`config.mk`:
```
export PLATFORM = sky130hd
export DESIGN_NAME = hs32_fetch
export DESIGN_NICKNAME = d
export VERILOG_FILES = /design/src/rtl/hs32_fetch.sv
export SDC_FILE = /design/constraint.sdc
export NUM_CORES = 1
export LEC_CHECK = 0
export ABC_AREA = 1
export BUFFER_PORTS_ARGS = -buffer_cell sky130_fd_sc_hd__buf_2
export CORE_MARGIN = 2
export CORE_UTILIZATION = 45
export CTS_CLUSTER_DIAMETER = 80
export DETAILED_ROUTE_END_ITERATION = 10
export REMOVE_ABC_BUFFERS = 1
export SETUP_SLACK_MARGIN = 0.5
export SLEW_MARGIN = 30
export SYNTH_ARGS = -nofsm -noshare
export SYNTH_HDL_FRONTEND = slang
export SYNTH_SLANG_ARGS = --single-unit
```
`constraint.sdc`:
```
create_clock -name clk -period 6.85 [get_ports clk]
set_input_delay 0.3425 -clock clk [delete_from_list [all_inputs] [get_ports clk]]
set_output_delay 0.3425 -clock clk [all_outputs]
set_load 0.02 [all_outputs]
```
`src/rtl/hs32_fetch.sv`:
```
// HS32 instruction fetch: PC, single-outstanding arbiter reads, instruction FIFO to decode.
// Optional macro HS32_FETCH_BYPASS_EN forwards an ack straight to decode when the FIFO is empty.
module hs32_fetch #(
  parameter logic [31:0] RESET_PC   = 32'h0000_0000,
  parameter int          FIFO_DEPTH = 4
) (
  input  logic        clk,
  input  logic        reset,
  input  logic [31:0] newpc,
  input  logic        flush,
  output logic [31:0] addr,
  output logic        reqm,
  input  logic [31:0] dtr,
  input  logic        ackm,
  output logic [31:0] instd,
  output logic [31:0] ipc,
  output logic        ivalid,
  input  logic        iready,
  output logic [1:0]  dbg_state
);
  // Handshakes: reqm/addr are held from issue until the cycle ackm=1, which ends the request;
  // decode takes the head word on any edge where ivalid & iready & !flush.
  localparam int PTR_W = $clog2(FIFO_DEPTH);
  localparam int CNT_W = PTR_W + 1;

  typedef enum logic [1:0] {
    IDLE = 2'd0,
    REQ  = 2'd1,
    DROP = 2'd2
  } state_t;

  state_t             state;
  logic [31:0]        pc;
  logic [31:0]        mem_d  [FIFO_DEPTH];
  logic [31:0]        mem_pc [FIFO_DEPTH];
  logic [PTR_W-1:0]   rd_ptr;
  logic [PTR_W-1:0]   wr_ptr;
  logic [CNT_W-1:0]   count;
  logic [CNT_W-1:0]   count_next;
  logic               fifo_empty;
  logic               ack_take;
  logic               push;
  logic               pop;
  logic               space;

  assign fifo_empty = (count == '0);
  // Only an ack for a live request carries a word; dropped or flushed acks are discarded.
  assign ack_take   = (state == REQ) && ackm && !flush;
  assign pop        = !fifo_empty && iready && !flush;

`ifdef HS32_FETCH_BYPASS_EN
  logic bypass_hit;
  assign bypass_hit = ack_take && fifo_empty;
  assign push       = ack_take && !(bypass_hit && iready);
  assign ivalid     = !fifo_empty || bypass_hit;
  assign instd      = bypass_hit ? dtr : mem_d[rd_ptr];
  assign ipc        = bypass_hit ? pc  : mem_pc[rd_ptr];
`else
  assign push       = ack_take;
  assign ivalid     = !fifo_empty;
  assign instd      = mem_d[rd_ptr];
  assign ipc        = mem_pc[rd_ptr];
`endif

  // After this edge nothing is in flight, so count_next alone decides whether a new word fits.
  assign count_next = count + CNT_W'(push) - CNT_W'(pop);
  assign space      = (count_next < CNT_W'(FIFO_DEPTH));
  assign dbg_state  = state;

  always_ff @(posedge clk or negedge reset) begin
    if (!reset) begin
      state <= IDLE;
      pc    <= RESET_PC;
      reqm  <= 1'b0;
      addr  <= '0;
    end else begin
      if (flush) pc <= newpc & ~32'h3;
      case (state)
        IDLE: begin
          if (!flush && space) begin
            reqm  <= 1'b1;
            addr  <= pc;
            state <= REQ;
          end
        end
        REQ: begin
          if (ackm) begin
            if (flush) begin
              reqm  <= 1'b0;
              state <= IDLE;
            end else begin
              pc <= pc + 32'd4;
              if (space) begin
                addr <= pc + 32'd4;
              end else begin
                reqm  <= 1'b0;
                state <= IDLE;
              end
            end
          end else if (flush) begin
            // The arbiter cannot abort, so keep the request up and discard its data later.
            state <= DROP;
          end
        end
        DROP: begin
          if (ackm) begin
            reqm  <= 1'b0;
            state <= IDLE;
          end
        end
        default: begin
          reqm  <= 1'b0;
          state <= IDLE;
        end
      endcase
    end
  end

  always_ff @(posedge clk or negedge reset) begin
    if (!reset) begin
      rd_ptr <= '0;
      wr_ptr <= '0;
      count  <= '0;
      for (int i = 0; i < FIFO_DEPTH; i++) begin
        mem_d[i]  <= '0;
        mem_pc[i] <= '0;
      end
    end else if (flush) begin
      rd_ptr <= '0;
      wr_ptr <= '0;
      count  <= '0;
    end else begin
      if (push) begin
        mem_d[wr_ptr]  <= dtr;
        mem_pc[wr_ptr] <= pc;
        wr_ptr         <= wr_ptr + PTR_W'(1);
      end
      if (pop) rd_ptr <= rd_ptr + PTR_W'(1);
      count <= count_next;
    end
  end

endmodule
```
==> run_results.csv <==
group,metric,value,unit
run_status,run_status,"complete, no violations",
die,boundaryPins,169,
placement,io_buffers,166,
die,rows,68,
power,p_comb_share,38.0,%
die,die_area,0.0363,mm^2
timing,finalSetupViolations,0,
hold_path,hp-start,"newpc[7]",
finish,drive_gt1_share,15.1,%
power,powerDensity,451,mW/mm^2
synthesis,syn_area_per_cell,8.40,um^2
clock_tree,cts_tree,"built",
placement,dpl.cell_count,2380,
timing,fmax,281,MHz
global_routing,grt_pass1_vias,12200,
power,seqPwrFrac,37.4,%
synthesis,synth_cell_types,37,
drt,num_vias,12900,
clock_tree,cts_resized,0,
global_routing,grt_pass1_wl,66800,um
timing,hold_viol,0,
finish,final_area,0.0176,mm^2
synthesis,yosysSeqAreaShare,52.7,%
placement,postPlaceCellArea,0.0164,mm^2
power,internal-power,4.71,mW
timing,slew_viol_final,0,
critical_path,critPathLaunchType,"primary input",
synthesis,syn-instance-count,1865,
finish,final_cells,2448,
clock_tree,cts_buffers,38,
synthesis,yosys_register_bits,330,
clock_tree,clock-root-buffer,"clkbuf_16",
critical_path,path_max_fanout,35,
timing,tightest_slew,0.942,ns
flow_run,drv_cap,0,
global_routing,grtUsageTotal,23.1,%
placement,hpwl,24800,um
finish,nNetsFinal,2043,
timing,rsz0062_at_grt,"no",
critical_path,critPathKind,"primary input to flop",
power,power_switching,3.25,mW
critical_path,cp.arrival,4.02,ns
hold_path,hp-class,"primary input to flop",
clock_tree,cts_setup_buffers,0,
finish,area_growth,12.6,%
placement,gp_congestion,0.852,
drt,vias_per_cell,5.26,
synthesis,syn_area,0.0157,mm^2
die,fp.coreArea,0.0345,mm^2
timing,min_period_over_period,52.0,%
clock_tree,cts.sinks,330,
critical_path,critical_path.startpoint,"ackm",
drt,wl_per_cell,16.9,um
timing,max_slew_margin,37.2,%
global_routing,grt_overflow_total,0,
critical_path,r2r_start,"dbg_state[0]$_DFFE_PN0P_",
power,p_leak,8.67,nW
critical_path,worst_ep_required_time,7.31,ns
global_routing,antenna_found_initial,0,
clock_tree,cts_htree_levels,2,
timing,period_needed,3.56,ns
clock_tree,worstSkewPairLatency,0.52,ns
drt,drtAntennaViolNets,0,
hold_path,holdPathStages,3,
drt,drc,0,
power,switching_share,40.8,%
power,power_frac_clock,24.6,%
die,die_x,191,um
timing,clock_skew,0.0176,ns
power,peakVddDrop,0.288,mV
timing,fin_setup_tns,0,ns
clock_tree,clock_path_buffers,3,
synthesis,ys_warn_count,0,
drt,drt_iter0_markers,882,
global_routing,grt_max_degree,131,
drt,wl,41500,um
finish,nFillCells,3350,
timing,hold_slack,0.0696,ns
die,start_util,45.5,%
critical_path,rr_worst_depth,16,
drt,drtPass1Iterations,6,
critical_path,cp-end-kind,"flop",
die,die_h,191,um
clock_tree,path_clk_slew,0.06,ns
worst paths after layout:
check,slack [ns],to
worst max-delay path,3.29,addr[9]$_DFFE_PN0P_
min in group asynchronous,0.37,mem_d[115]$_DFFE_PN0P_
worst min-delay path,0.07,pc[7]$_DFF_PN0_
worst max register to register,3.32,addr[9]$_DFFE_PN0P_
max in group asynchronous,5.28,mem_d[118]$_DFFE_PN0P_
worst min register to register,0.47,mem_d[71]$_DFFE_PN0P_
worst max-delay path, stage by stage:
cell and delay (ns):
buf_2 0.20, inv_4 0.10, nor2_4 0.38, nand2_2 0.34, ha_1 0.37, inv_1 0.06, ha_1 0.13, inv_1 0.05
fa_1 0.41, xnor2_1 0.15, nand2_1 0.06, nand2_1 0.12, nand3_2 0.48, buf_4 0.47, inv_1 0.16, o211ai_1 0.10
nand2_1 0.09
power groups by stage:
stage | clock network (mW) | logic (mW) | registers (mW)
finish | 1.96 | 3.03 | 2.97
global route | 2.10 | 3.41 | 3.06
CTS | 2.01 | 3.06 | 2.98
detailed placement | 0 | 3.05 | 3.00
global placement | 0 | 3.01 | 2.99
floorplan | 0 | 1.96 | 3.02
layout by cell type (no fill, tap or decap), types with 9 or more instances in the layout:
cell type  synthesis  routed
o21ai_0          150     150
clkinv_2           0       9
xor2_1            12      12
o22ai_1           67      67
o21ai_2           30      30
a21oi_1           38      38
nand3_1           35      35
buf_2             27     165
clkbuf_16          0      38
o21ai_1          226     226
o211ai_1           9       9
nor2_1           195     195
clkbuf_8           0       9
nand2_1          496     496
buf_4              4      12
inv_1             95      94
nor2_4             9       9
dfrtp_1          330     328
cell families after synthesis:
family | Yosys count | share of synthesized area, %
and+or+nand+nor | 749 | 19.0
xor gates and xnor gates | 15 | 0.934
buffers and inverters | 221 | 7.63
AOI/OAI and AO/OA | 542 | 19.1
adders and majority gates | 8 | 0.687
DFF | 330 | 52.7
per-layer routing:
metal / wire length (um) / global-route usage (%)
met3: 2020 / 3.48
met1: 20000 / 33.5
met4: 801 / 5.64
met5: 0 / 0
met2: 18700 / 36.6
registers in the layout, summed over array words and instances (netlist names):
name       flops
reqm           1
mem_d        128
rd_ptr         2
count          3
dbg_state      2
wr_ptr         2
mem_pc       128
pc            32
addr          32
cells in the mapped netlist (all sizes together):
| cell | number | area (um^2) |
|---|---|---|
| dfrtp | 330 | 8260 |
| nand3 | 36 | 185 |
| nand2 | 504 | 1920 |
| buf | 79 | 661 |
| o22ai | 67 | 419 |
| a31oi | 5 | 31.3 |
| clkbuf | 42 | 158 |
| o211ai | 9 | 67.6 |
| and2 | 2 | 12.5 |
| fa | 1 | 20.0 |
| o21bai | 5 | 37.5 |
| or2 | 1 | 6.26 |
| a221oi | 2 | 17.5 |
| o221ai | 5 | 43.8 |
| ha | 7 | 87.6 |
| inv | 100 | 378 |
| nor2 | 205 | 840 |
| xor2 | 14 | 138 |
| nand3b | 1 | 7.51 |
| xnor2 | 1 | 8.76 |
| o31ai | 4 | 30.0 |
| a21oi | 39 | 199 |
| o21ai | 406 | 2140 |
repair_timing:
| action | in CTS | in global routing |
|---|---|---|
| hold endpoints to repair | 67 | 0 |
| setup endpoints to repair | 0 | 0 |
| hold buffers | 1 | 0 |
stage by stage:
stage          utilization (%)  power, mW  worst slack (ns)
3_5_place_dp              47.7       6.05              2.78
2_1_floorplan                -       4.98              1.98
5_1_grt                   51.2       8.57              3.00
3_3_place_gp              47.6       6.00              2.78
4_1_cts                   51.2       8.05              3.23
6_report                  51.2       7.96              3.29
final cells by class:
cell class,count,area [um^2],share of cell area [%]
Inverter,100,380,2.16
Antenna cell,1,2.50,0.0142
Clock inverter,12,103,0.581
Tap cell,455,569,3.23
Multi-Input combinational cell,1314,6250,35.4
Timing Repair Buffer,182,983,5.57
Sequential cell,330,8260,46.8
Clock buffer,54,1100,6.24
No activity file was read; power rests on OpenSTA's default activity.
